**src/rtl/decoder_pkg.sv**
```systemverilog
// decoder_pkg: shared types and helpers for decoder_scan.
//   state_e     - FSM states IDLE / DIRECT / SCAN
//   onehot_msb  - MSB-first one-hot decode, sized for the widest supported select
package decoder_pkg;

  typedef enum logic [1:0] {
    IDLE   = 2'd0,
    DIRECT = 2'd1,
    SCAN   = 2'd2
  } state_e;

  // Widest select the helper supports; callers slice the low 2**sel_w bits.
  localparam int MAX_SEL_W = 8;
  localparam int MAX_OUT   = 1 << MAX_SEL_W;

  // Index k sets bit (2**sel_w - 1 - k), so index 0 lands on the MSB.
  function automatic logic [MAX_OUT-1:0] onehot_msb(input logic [MAX_SEL_W-1:0] sel,
                                                    input int unsigned           sel_w);
    logic [MAX_OUT-1:0] oh;
    oh = '0;
    oh[(1 << sel_w) - 1 - int'(sel)] = 1'b1;
    return oh;
  endfunction

endpackage

```
**src/rtl/decoder_dwell_cnt.sv**
```systemverilog
// decoder_dwell_cnt: loadable down-counter that parks at zero.
//   clk, rst    - clock, async active-high reset
//   load_i      - load load_val_i (wins over dec_i)
//   dec_i       - decrement by one; ignored once the count is zero
//   load_val_i  - value to load
//   zero_o      - count is zero
module decoder_dwell_cnt #(
  parameter int W = 8
) (
  input  logic         clk,
  input  logic         rst,
  input  logic         load_i,
  input  logic         dec_i,
  input  logic [W-1:0] load_val_i,
  output logic         zero_o
);

  logic [W-1:0] cnt_q;

  always_ff @(posedge clk or posedge rst) begin
    if (rst)                          cnt_q <= '0;
    else if (load_i)                  cnt_q <= load_val_i;
    else if (dec_i && cnt_q != '0)    cnt_q <= cnt_q - 1'b1;
  end

  assign zero_o = (cnt_q == '0);

endmodule

```
**src/rtl/decoder_scan.sv**
```systemverilog
// decoder_scan: registered N-to-2^N decoder with direct and scan modes.
//   clk, rst   - clock, async active-high reset
//   en         - enable; low forces y inactive and returns to IDLE
//   mode       - 0 direct decode of sel, 1 scan
//   sel        - direct select / scan start index
//   start      - pulse that launches or restarts a scan (mode=1)
//   dwell      - cycles per index minus one, sampled at load/reload
//   y          - registered MSB-first one-hot select (inverted if ACTIVE_LOW)
//   idx        - index currently driven on y
//   busy       - scanning
//   wrap       - one-cycle pulse when the scan index rolls over to 0
module decoder_scan
  import decoder_pkg::*;
#(
  parameter int SEL_W      = 3,
  parameter int DWELL_W    = 8,
  parameter bit ACTIVE_LOW = 1'b0
) (
  input  logic                  clk,
  input  logic                  rst,
  input  logic                  en,
  input  logic                  mode,
  input  logic [SEL_W-1:0]      sel,
  input  logic                  start,
  input  logic [DWELL_W-1:0]    dwell,
  output logic [(1<<SEL_W)-1:0] y,
  output logic [SEL_W-1:0]      idx,
  output logic                  busy,
  output logic                  wrap
);

  localparam int                 OUT_W   = 1 << SEL_W;
  localparam logic [SEL_W-1:0]   IDX_MAX = '1;
  localparam logic [OUT_W-1:0]   Y_OFF   = {OUT_W{ACTIVE_LOW}};

  // Polarity is folded in before the register so y comes straight off flops.
  function automatic logic [OUT_W-1:0] dec_pol(input logic [SEL_W-1:0] s);
    logic [MAX_OUT-1:0] oh;
    oh = onehot_msb(MAX_SEL_W'(s), SEL_W);
    return oh[OUT_W-1:0] ^ Y_OFF;
  endfunction

  state_e             state_q;
  logic [OUT_W-1:0]   y_q;
  logic [SEL_W-1:0]   idx_q, idx_d;
  logic               busy_q, wrap_q;
  logic               cnt_load, cnt_dec, cnt_zero;

  assign idx_d = idx_q + 1'b1;

  // Load on scan launch/restart and on every index advance (reload picks up
  // the current dwell input); otherwise count down while scanning.
  always_comb begin
    cnt_load = en && mode && (start || (state_q == SCAN && cnt_zero));
    cnt_dec  = en && mode && !start && state_q == SCAN && !cnt_zero;
  end

  decoder_dwell_cnt #(.W(DWELL_W)) u_dwell (
    .clk        (clk),
    .rst        (rst),
    .load_i     (cnt_load),
    .dec_i      (cnt_dec),
    .load_val_i (dwell),
    .zero_o     (cnt_zero)
  );

  always_ff @(posedge clk or posedge rst) begin
    if (rst) begin
      state_q <= IDLE;
      y_q     <= Y_OFF;
      idx_q   <= '0;
      busy_q  <= 1'b0;
      wrap_q  <= 1'b0;
    end else begin
      wrap_q <= 1'b0;
      if (!en) begin
        state_q <= IDLE;
        y_q     <= Y_OFF;
        busy_q  <= 1'b0;
      end else if (mode && start) begin
        state_q <= SCAN;
        idx_q   <= sel;
        y_q     <= dec_pol(sel);
        busy_q  <= 1'b1;
      end else if (state_q == SCAN && mode) begin
        if (cnt_zero) begin
          idx_q  <= idx_d;
          y_q    <= dec_pol(idx_d);
          wrap_q <= (idx_q == IDX_MAX);
        end
      end else if (!mode || state_q == DIRECT) begin
        // DIRECT keeps decoding sel even with mode=1 until a start arrives.
        state_q <= DIRECT;
        idx_q   <= sel;
        y_q     <= dec_pol(sel);
        busy_q  <= 1'b0;
      end
      // IDLE with mode=1 and no start: hold inactive.
    end
  end

  assign y    = y_q;
  assign idx  = idx_q;
  assign busy = busy_q;
  assign wrap = wrap_q;

endmodule

```
**config.mk**
```make
export PLATFORM = sky130hd
export DESIGN_NAME = decoder_scan
export DESIGN_NICKNAME = d
export VERILOG_FILES = /design/src/rtl/decoder_pkg.sv /design/src/rtl/decoder_dwell_cnt.sv /design/src/rtl/decoder_scan.sv
export SDC_FILE = /design/constraint.sdc
export NUM_CORES = 1
export LEC_CHECK = 0
export CAP_MARGIN = 20
export CELL_PAD_IN_SITES_DETAIL_PLACEMENT = 0
export CELL_PAD_IN_SITES_GLOBAL_PLACEMENT = 1
export CORE_ASPECT_RATIO = 0.5
export CORE_MARGIN = 2
export CORE_UTILIZATION = 41
export CTS_CLUSTER_DIAMETER = 50
export DETAILED_ROUTE_END_ITERATION = 10
export GPL_ROUTABILITY_DRIVEN = 0
export PLACE_DENSITY_LB_ADDON = 0.3
export SLEW_MARGIN = 20
export SYNTH_ARGS = -nofsm -noshare
export SYNTH_HDL_FRONTEND = slang
export SYNTH_SLANG_ARGS = --single-unit
```
**constraint.sdc**
```tcl
create_clock -name clk -period 3.3 [get_ports clk]
set_clock_uncertainty 0.2 [all_clocks]
set_input_delay 0.66 -clock clk [delete_from_list [all_inputs] [get_ports clk]]
set_output_delay 0.66 -clock clk [all_outputs]
set_load 0.01 [all_outputs]
```
==> impl_results.md, run 1 <==
* Run status: completed
* Setup TNS after final layout at 0 ns
* Fraction of registers with async set/reset at 1.00
* Tot Pwr at 0.000903 W
* Worst-Skew Late Latency at 0.27 ns
* H-tree depth at 1
* Lkg Pwr at 0.696 nW
* TritonCTS clock tree: done
* Share of cells above drive strength 1 at 0.0723
* DIE HEIGHT at 44.9 µm
* Finished Layout Cells at 206
* DRC Markers at 0
* Cts repair resizes at 0
* Post-synth EDFFs at 0
* WP data required at 3.24 ns
* Worst slew pin tran at 0.858 ns
* Initial core utilization at 0.443
* Pint at 0.000606 W
* Fin. max-slew vios at 0
* P_sw at 0.000297 W
* Reg power frac at 0.425
* First-pass GRT wire length at 5290 µm
* Wire per inst at 15.0 µm
* Startpoint Class: input port
* Largest net degree at the start of global routing at 23
* # rows at 14
* Grt ovf at 0
* Vias in the first global route at 1121
* Die area at 0.00386 mm²
* DR iter-0 viols at 64
* Pwr dens at 518 mW/mm²
* Placed cells at 202
* Post-CTS setup buffers at 0
* Die width at 85.9 µm
* FMAX at 418 MHz
* Hold-fix buffers at CTS at 0
* Most used DFF post-synth: dfrtp_1
* Setup CP Type: input port to flip-flop
* Ant diodes at 0
* Max Root-Sink Buffers at 2
* Syn. warnings at 0
* Synthesis-to-finish area growth at 26.8%
* Cell Area, Synth at 0.00137 mm²
* Setup violators final at 0
* Peak VDD IR at 223 µV
* #FFs+latches synth at 22
* CORE AREA at 0.00310 mm²
* RSZ-0062 raised after global routing: false
* Syn Inst Count at 142
* Hold Path Class: flip-flop to flip-flop
* Final Hold Viols at 0
* Vias per cell at 5.93
* Max-cap violations at 0
* DP HPWL at 2210 µm
* Logic gate share of total power at 0.287
* Final net count at 187
* Crit path capture type: flip-flop
* Clock transition at the registers of the reported paths at 0.09 ns
* CTS root buf: clkbuf_8
* CP Max Fanout at 8
* Synth unique cells at 45
* Final wirelength at 3080 µm
* Io pins at 29
* Initial antenna violation count at 0
* IO Port Bufs at 28
* Clock share of power at 0.287
* Sw Share at 0.329
* Mean area per synthesized cell at 9.67 µm²
* Slew Limit Headroom at 0.427
* Post-route ant nets at 0
* Fin crit share at 0.726
* Final min period at 2.39 ns
* CTS Buf Count at 3
* CP arrival at 2.33 ns
* Num Clock Sinks at 22
* Synthesized Nets at 162
* GR Util All Layers at 0.178
* Register area share after synthesis at 0.401
* Pre-antenna DRT Iters at 4
* DR vias at 1221
[cells in the mapped netlist (2+ instances only)]
| cell type | n | area [µm²] |
|---|---|---|
| nor4_1 | 5 | 31.3 |
| ha_1 | 4 | 50.1 |
| a41oi_1 | 5 | 43.8 |
| dfrtp_1 | 22 | 551 |
| nor3_1 | 4 | 20.0 |
| nand2b_1 | 3 | 18.8 |
| mux2_4 | 2 | 30.0 |
| nand2_1 | 11 | 41.3 |
| o21ai_0 | 6 | 30.0 |
| nor2_1 | 6 | 22.5 |
| mux2i_1 | 2 | 20.0 |
| clkbuf_1 | 5 | 18.8 |
| clkbuf_2 | 2 | 10.0 |
| o2bb2ai_1 | 8 | 70.1 |
| inv_1 | 10 | 37.5 |
| a21oi_1 | 6 | 30.0 |
| o21ai_1 | 3 | 15.0 |
| a2bb2oi_1 | 3 | 26.3 |
| nand3_1 | 4 | 20.0 |
| o22ai_1 | 2 | 12.5 |
| and4b_1 | 2 | 20.0 |
| nor4b_1 | 3 | 26.3 |
| nand4_1 | 2 | 12.5 |
[routing by layer]
layer / GRT usage / share of wire / wire length (µm) / vias to the layer above
met4: 0.0476 / 0.0032 / 10 / 0
met2: 0.299 / 0.46 / 1420 / 35
met5: 0 / 0 / 0 / -
met1: 0.233 / 0.48 / 1480 / 587
li1: - / - / - / 597
met3: 0.0494 / 0.056 / 172 / 2
[final cells by class]
type,count,area [µm²]
fillers,275,1360
multi-input cells,102,752
flip-flops and latches,22,551
repair buffers,28,280
well taps,40,50.0
clock buffers,3,41.3
inverters,10,37.5
clock inverters,1,30.0
[worst max-delay path, stage by stage]
cell and delay (ns):
clkdlybuf4s50_1 0.55, nand3_1 0.32, a21boi_1 0.46, mux2i_1 0.24, o22ai_1 0.10
[registers in the layout (all words and copies together), names as in the netlist]
name,cells
idx,3
state_q,2
u_dwell.cnt_q,8
wrap,1
y,8
[layout by cell type, fill, tap and decap left out, types with 3 or more instances in the layout]
master,n
a21oi_1,6
a41oi_1,5
ha_1,4
nand2b_1,3
o21ai_0,6
clkbuf_8,3
inv_1,10
nor4b_1,3
nand3_1,4
nand2_1,11
a2bb2oi_1,3
nor4_1,5
o21ai_1,3
dfrtp_1,22
clkdlybuf4s50_1,28
nor3_1,4
o2bb2ai_1,8
nor2_1,6
[final timing paths]
kind / cells past startpoint / to / from / slack, ns
setup / recovery: 5 / u_dwell.cnt_q[3]$_DFFE_PP0P_ / en / 0.91
hold / removal: 1 / y[7]$_DFFE_PP0P_ / y[7]$_DFFE_PP0P_ / 0.30
setup reg to reg: 6 / idx[2]$_DFFE_PP0P_ / u_dwell.cnt_q[0]$_DFFE_PP0P_ / 0.96
hold reg to reg: 1 / y[7]$_DFFE_PP0P_ / y[7]$_DFFE_PP0P_ / 0.30
max in group asynchronous: 2 / state_q[1]$_DFFE_PP0P_ / rst / 1.71
min in group asynchronous: 2 / y[3]$_DFFE_PP0P_ / rst / 0.66
[cells by family (layout without fill, tap and decap cells)]
family / Yosys count / count (layout) / share of synthesized area
AO/OA/AOI/OAI: 47 / 47 / 0.271
adder cells (fa/ha/maj): 4 / 4 / 0.0364
buffers and inverters: 18 / 42 / 0.0519
flip-flops: 22 / 22 / 0.401
multiplexers: 4 / 4 / 0.0364
AND/OR/NAND/NOR: 47 / 47 / 0.204
[power groups by stage]
stage / sequential [W] / clock, W / combinational [W]
6_report: 0.000384 / 0.000259 / 0.000259
5_1_grt: 0.000395 / 0.000276 / 0.000289
4_1_cts: 0.000383 / 0.000267 / 0.000260
3_5_place_dp: 0.000387 / 0 / 0.000260
3_3_place_gp: 0.000388 / 0 / 0.000255
2_1_floorplan: 0.000372 / 0 / 0.000186
[stage by stage]
step                cell area, µm²  hold slack, ns   util  setup slack, ns
floorplan                     1370           0.322      -             1.13
global placement              1670           0.274  0.539            0.688
detailed placement            1670           0.278  0.539            0.638
CTS                           1740           0.304  0.562            0.918
global route                  1740           0.328  0.562            0.773
finish                        1740           0.297  0.562            0.906
Note: power is estimated with default switching activity, not from simulation.
==> run 2: changes to the inputs <==
--- a/config.mk
+++ b/config.mk
@@ -10,7 +10,7 @@
 export CELL_PAD_IN_SITES_GLOBAL_PLACEMENT = 1
 export CORE_ASPECT_RATIO = 0.5
 export CORE_MARGIN = 2
-export CORE_UTILIZATION = 41
+export CORE_UTILIZATION = 38
 export CTS_CLUSTER_DIAMETER = 50
 export DETAILED_ROUTE_END_ITERATION = 10
 export GPL_ROUTABILITY_DRIVEN = 0
==> constraint.sdc (replaced) <==
create_clock -name clk -period 2.5 [get_ports clk]
set_clock_uncertainty 0.2 [all_clocks]
set_input_delay 0.5 -clock clk [delete_from_list [all_inputs] [get_ports clk]]
set_output_delay 0.5 -clock clk [all_outputs]
set_load 0.01 [all_outputs]
==> impl_results.md, run 2 (synthesized netlist as in run 1, its figures left out) <==
* Startpoint Class: flip-flop
* Fin. max-slew vios at 0 (unchanged)
* Max-cap violations at 0 (unchanged)
* CTS Buf Count at 3 (unchanged)
* Synthesis-to-finish area growth at 31.6%
* CORE AREA at 0.00345 mm² (+11%)
* Worst-Skew Late Latency at 0.27 ns (about the same)
* Initial core utilization at 0.398 (-0.0453)
* Hold Path Class: input port to async pin
* CTS root buf: clkbuf_8
* Share of cells above drive strength 1 at 0.110 (+0.0375)
* First-pass GRT wire length at 5390 µm (+1.8%)
* Crit-path leading delay family: simple AND/OR/NAND/NOR gates
* TritonCTS clock tree: done
* Run status: completed
* Ant diodes at 0 (unchanged)
* Worst Slack Setup Final at 0.189 ns (-0.717 ns)
* R2R Setup Slk at 0.19 ns (-0.77 ns)
* Final min period at 2.31 ns
* Largest stage delay, worst path at 0.53 ns (-0.02 ns)
* Post-place setup slack at 0.121 ns (-0.516 ns)
* Hold-fix buffers at CTS at 0 (unchanged)
* CP Max Fanout at 7 (-1)
* FMAX at 433 MHz
* H-tree depth at 1 (unchanged)
* Vias per cell at 5.47 (-7.7%)
* DR iter-0 viols at 59 (-7.8%)
* Slew Limit Headroom at 0.595 (+0.167)
* R2R Path End: idx[1]$_DFFE_PP0P_
* Cts repair resizes at 0 (unchanged)
* Slowest stage cell, crit path: or3b_2
* Die area at 0.00414 mm² (+7.4%)
* Wire per inst at 14.6 µm (-2.5%)
* Vias in the first global route at 1115 (-0.54%)
* Reg-to-reg startpoint: u_dwell.cnt_q[0]$_DFFE_PP0P_
* DR vias at 1225 (+0.33%)
* DIE HEIGHT at 46.5 µm (+3.5%)
* GR Util All Layers at 0.175 (-0.00347)
* Final Hold Viols at 0 (unchanged)
* Setup TNS after final layout at 0 ns (unchanged)
* Io pins at 29 (unchanged)
* Pre-antenna DRT Iters at 4 (unchanged)
* Num Clock Sinks at 22 (unchanged)
* Setup violators final at 0 (unchanged)
* DRC Markers at 0 (unchanged)
* Clock transition at the registers of the reported paths at 0.09 ns (about the same)
* Grt ovf at 0 (unchanged)
* Initial antenna violation count at 0 (unchanged)
* # rows at 15 (+1)
* Commonest non-fill, non-tap cell in the layout: clkdlybuf4s50_1
* DP HPWL at 2420 µm (+9.3%)
* Setup CP Type: flip-flop to flip-flop
* Final net count at 194 (+3.7%)
* Critical Path Start: u_dwell.cnt_q[0]$_DFFE_PP0P_
* IO Port Bufs at 28 (unchanged)
* Peak VDD IR at 307 µV (+38%)
* CP endpoint: idx[1]$_DFFE_PP0P_
* RSZ-0062 raised after global routing: false
* Final wirelength at 3270 µm (+6.0%)
* Post-CTS setup buffers at 0 (unchanged)
* Fin crit share at 0.924
* Die width at 89.0 µm (+3.7%)
* WP data required at 2.46 ns (-0.78 ns)
* Max Root-Sink Buffers at 2 (unchanged)
* Pwr dens at 669 mW/mm² (+29%)
* Worst slew pin tran at 0.605 ns (-0.253 ns)
* Lkg Pwr at 0.730 nW (+4.8%)
* WP depth at 6 (+1)
* Commonest cells after routing, fill and taps aside: clkdlybuf4s50_1 (28), dfrtp_1 (22), nand2_1 (11)
* Largest net degree at the start of global routing at 15 (-35%)
* Crit path capture type: flip-flop
* Worst r2r path cells at 6 (unchanged)
* CP arrival at 2.27 ns (-0.06 ns)
* Post-route ant nets at 0 (unchanged)
* Worst path cell trace: inv_1 > ha_1 > or3b_2 > o31ai_4 > o21ai_4 > mux2_4
* Worst Path Buf+Inv at 1 (unchanged)
## run 2: worst min-delay path by stage
stage                           from                           end
floorplan                        rst            idx[0]$_DFFE_PP0P_
global placement    y[5]$_DFFE_PP0P_              y[5]$_DFFE_PP0P_
detailed placement  y[3]$_DFFE_PP0P_              y[3]$_DFFE_PP0P_
CTS                              rst  u_dwell.cnt_q[6]$_DFFE_PP0P_
global route        y[5]$_DFFE_PP0P_              y[5]$_DFFE_PP0P_
finish                           rst  u_dwell.cnt_q[6]$_DFFE_PP0P_
## run 2: final cells by class
type	count	area, µm²
Clock inverter	1	30.0
Sequential cell	22	551
Clock buffer	3	41.3
Fill cell	345	1650
Timing Repair Buffer	35	333
Inverter	10	37.5
Multi-Input combinational cell	102	752
Tap cell	51	63.8
## run 2: where the power goes
group	switching, W	internal [W]
clock network	0.000123	0.000214
logic	0.000189	0.000183
registers	0.0000827	0.000419
## run 2: worst reg2reg max path: cells and delay by family (launching register included)
family	cells	cell delay, ns
simple gates	1	0.53
buf+inv	1	0.11
fa+ha+maj	1	0.18
compound gates	2	0.43
flops	1	0.46
mux	1	0.31
## run 2: layer usage
layer  up-vias  track usage  part of all wire  routed length, µm
met5         -            0                 0                  0
met4         0       0.0448            0.0083                 27
met3         2       0.0430             0.033                107
met2        23        0.285              0.45               1480
met1       588        0.236              0.51               1660
li1        612            -                 -                  -
## run 2: per-stage QoR
stage                      util  std cells  instance area, µm²  power (W)  hold WS (ns)
after detailed placement  0.503        220                1740   0.000877         0.276
after CTS                 0.524        224                1810    0.00123         0.284
after global placement    0.503        220                1740   0.000870         0.276
final                     0.524        224                1810    0.00121         0.285
after floorplan               -        142                1370   0.000737         0.289
after global routing      0.524        224                1810    0.00129         0.313
==> run 3: changes to the inputs <==
--- a/config.mk
+++ b/config.mk
@@ -15,6 +15,7 @@
 export DETAILED_ROUTE_END_ITERATION = 10
 export GPL_ROUTABILITY_DRIVEN = 0
 export PLACE_DENSITY_LB_ADDON = 0.3
+export REMOVE_ABC_BUFFERS = 1
 export SLEW_MARGIN = 20
 export SYNTH_ARGS = -nofsm -noshare
 export SYNTH_HDL_FRONTEND = slang
==> impl_results.md, run 3 (synthesized netlist as in run 1, its figures left out) <==
* Design Area, Final at 0.00181 mm² (unchanged)
* Commonest non-fill, non-tap cell in the layout: clkdlybuf4s50_1
* Met1 usage at 0.233 (-0.00364)
* Post-placement cell area at 0.00174 mm² (unchanged)
* Die width at 89.0 µm (unchanged)
* Met2 usage at 0.261 (-0.0239)
* Grt peak-use layer: met2
* RSZ-0062 raised after global routing: false
* Worst slew pin tran at 0.605 ns (-0.000167 ns)
* Final min period at 2.31 ns (-0.00207 ns)
* First-pass GRT wire length at 5200 µm (-3.6%)
* Post-CTS setup buffers at 0 (unchanged)
* Max-cap violations at 0 (unchanged)
* Initial antenna violation count at 0 (unchanged)
* H-tree depth at 1 (unchanged)
* Hold-fix buffers at CTS at 0 (unchanged)
* DR iter-0 viols at 22 (-63%)
* WP data required at 2.46 ns (about the same)
* CTS root buf: clkbuf_8
* Fin. max-slew vios at 0 (unchanged)
* Setup CP Type: flip-flop to flip-flop
* Run status: completed
* Ant diodes at 0 (unchanged)
* Num Clock Sinks at 22 (unchanged)
* Crit path capture type: flip-flop
* Max Root-Sink Buffers at 2 (unchanged)
* DR vias at 1232 (+0.57%)
* Setup violators final at 0 (unchanged)
* Slowest stage cell, crit path: or3b_2
* Lkg Pwr at 0.730 nW (about the same)
* TritonCTS clock tree: done
* DP HPWL at 2330 µm (-3.7%)
* Largest stage delay, worst path at 0.52 ns (about the same)
* Setup TNS after final layout at 0 ns (unchanged)
* Wire per inst at 14.5 µm (-0.31%)
* Initial core utilization at 0.398 (unchanged)
* IO Port Bufs at 28 (unchanged)
* CP Max Fanout at 10 (+3)
* Hold Path Class: flip-flop to flip-flop
* Worst-Skew Late Latency at 0.27 ns (about the same)
* Peak VDD IR at 254 µV (-17%)
* Final net count at 194 (unchanged)
* Largest net degree at the start of global routing at 23 (+8)
* CORE AREA at 0.00345 mm² (unchanged)
* Fin crit share at 0.924 (about the same)
* Grt ovf at 0 (unchanged)
* Synthesis-to-finish area growth at 31.6% (unchanged)
* Vias per cell at 5.50 (+0.57%)
* Slew Limit Headroom at 0.593 (-0.00141)
* Worst path cell trace: inv_1 > ha_1 > or3b_2 > o31ai_4 > o21ai_4 > mux2_4
* CTS Buf Count at 3 (unchanged)
* Cts repair resizes at 0 (unchanged)
* GR Util All Layers at 0.166 (-0.00851)
* Pwr dens at 676 mW/mm² (+0.94%)
* Pre-antenna DRT Iters at 5 (+1)
* Met3 Use GR at 0.0448 (+0.00179)
* Share of cells above drive strength 1 at 0.110 (unchanged)
* Die area at 0.00414 mm² (unchanged)
* Post-route ant nets at 0 (unchanged)
* Fill cells at 333 (-3.5%)
* Startpoint Class: flip-flop
* CP arrival at 2.27 ns (about the same)
* FMAX at 433 MHz (about the same)
* Vias in the first global route at 1119 (+0.36%)
* Final Hold Viols at 0 (unchanged)
* DIE HEIGHT at 46.5 µm (unchanged)
* Clock transition at the registers of the reported paths at 0.09 ns (about the same)
* DRC Markers at 0 (unchanged)
* Commonest cells after routing, fill and taps aside: clkdlybuf4s50_1 (28), dfrtp_1 (22), nand2_1 (11)
* Final wirelength at 3260 µm (-0.31%)
* Io pins at 29 (unchanged)
* # rows at 15 (unchanged)
run 3: worst max-delay path, delay by kind of cell, from the launching register on:
kind            cells  cell delay [ns]
mux                 1             0.32
fa+ha+maj           1             0.15
flops               1             0.45
buf+inv             1             0.10
compound gates      2             0.46
simple gates        1             0.52
run 3: power by group:
part	switching, W	total [W]	internal [W]
clock	0.000131	0.000345	0.000214
sequential	0.0000767	0.000495	0.000419
combinational	0.000195	0.000381	0.000187
total	0.000402	0.00122	0.000819
run 3: stage by stage:
step / hold slack [ns] / util / total power, W / std cells / setup WS (ns)
5_1_grt: 0.314 / 0.524 / 0.00129 / 224 / 0.147
3_3_place_gp: 0.280 / 0.503 / 0.000874 / 220 / 0.131
2_1_floorplan: 0.289 / - / 0.000727 / 134 / 0.331
6_report: 0.293 / 0.524 / 0.00122 / 224 / 0.191
3_5_place_dp: 0.278 / 0.503 / 0.000881 / 220 / 0.111
4_1_cts: 0.302 / 0.524 / 0.00123 / 224 / 0.202
run 3: path summary, 6_finish.rpt:
check	startpoint	slack, ns	end	cells after the start
worst min register to register	y[7]$_DFFE_PP0P_	0.29	y[7]$_DFFE_PP0P_	1
min in group asynchronous	rst	0.36	y[1]$_DFFE_PP0P_	3
max in group asynchronous	rst	1.51	u_dwell.cnt_q[3]$_DFFE_PP0P_	3
worst max register to register	u_dwell.cnt_q[1]$_DFFE_PP0P_	0.19	idx[1]$_DFFE_PP0P_	6
worst min-delay path	y[7]$_DFFE_PP0P_	0.29	y[7]$_DFFE_PP0P_	1
worst max-delay path	u_dwell.cnt_q[1]$_DFFE_PP0P_	0.19	idx[1]$_DFFE_PP0P_	6
run 3: layer usage:
layer  vias up  routed length [µm]
met2        32                1430
li1        613                   -
met5         -                   0
met4         0                  19
met1       585                1670
met3         2                 142
run 3: final cells by class:
type,instances,area [µm²],area share
Timing Repair Buffer,35,333,0.184
Inverter,10,37.5,0.0208
Tap cell,51,63.8,0.0353
Sequential cell,22,551,0.304
Clock buffer,3,41.3,0.0228
Multi-Input combinational cell,102,752,0.416
Clock inverter,1,30.0,0.0166
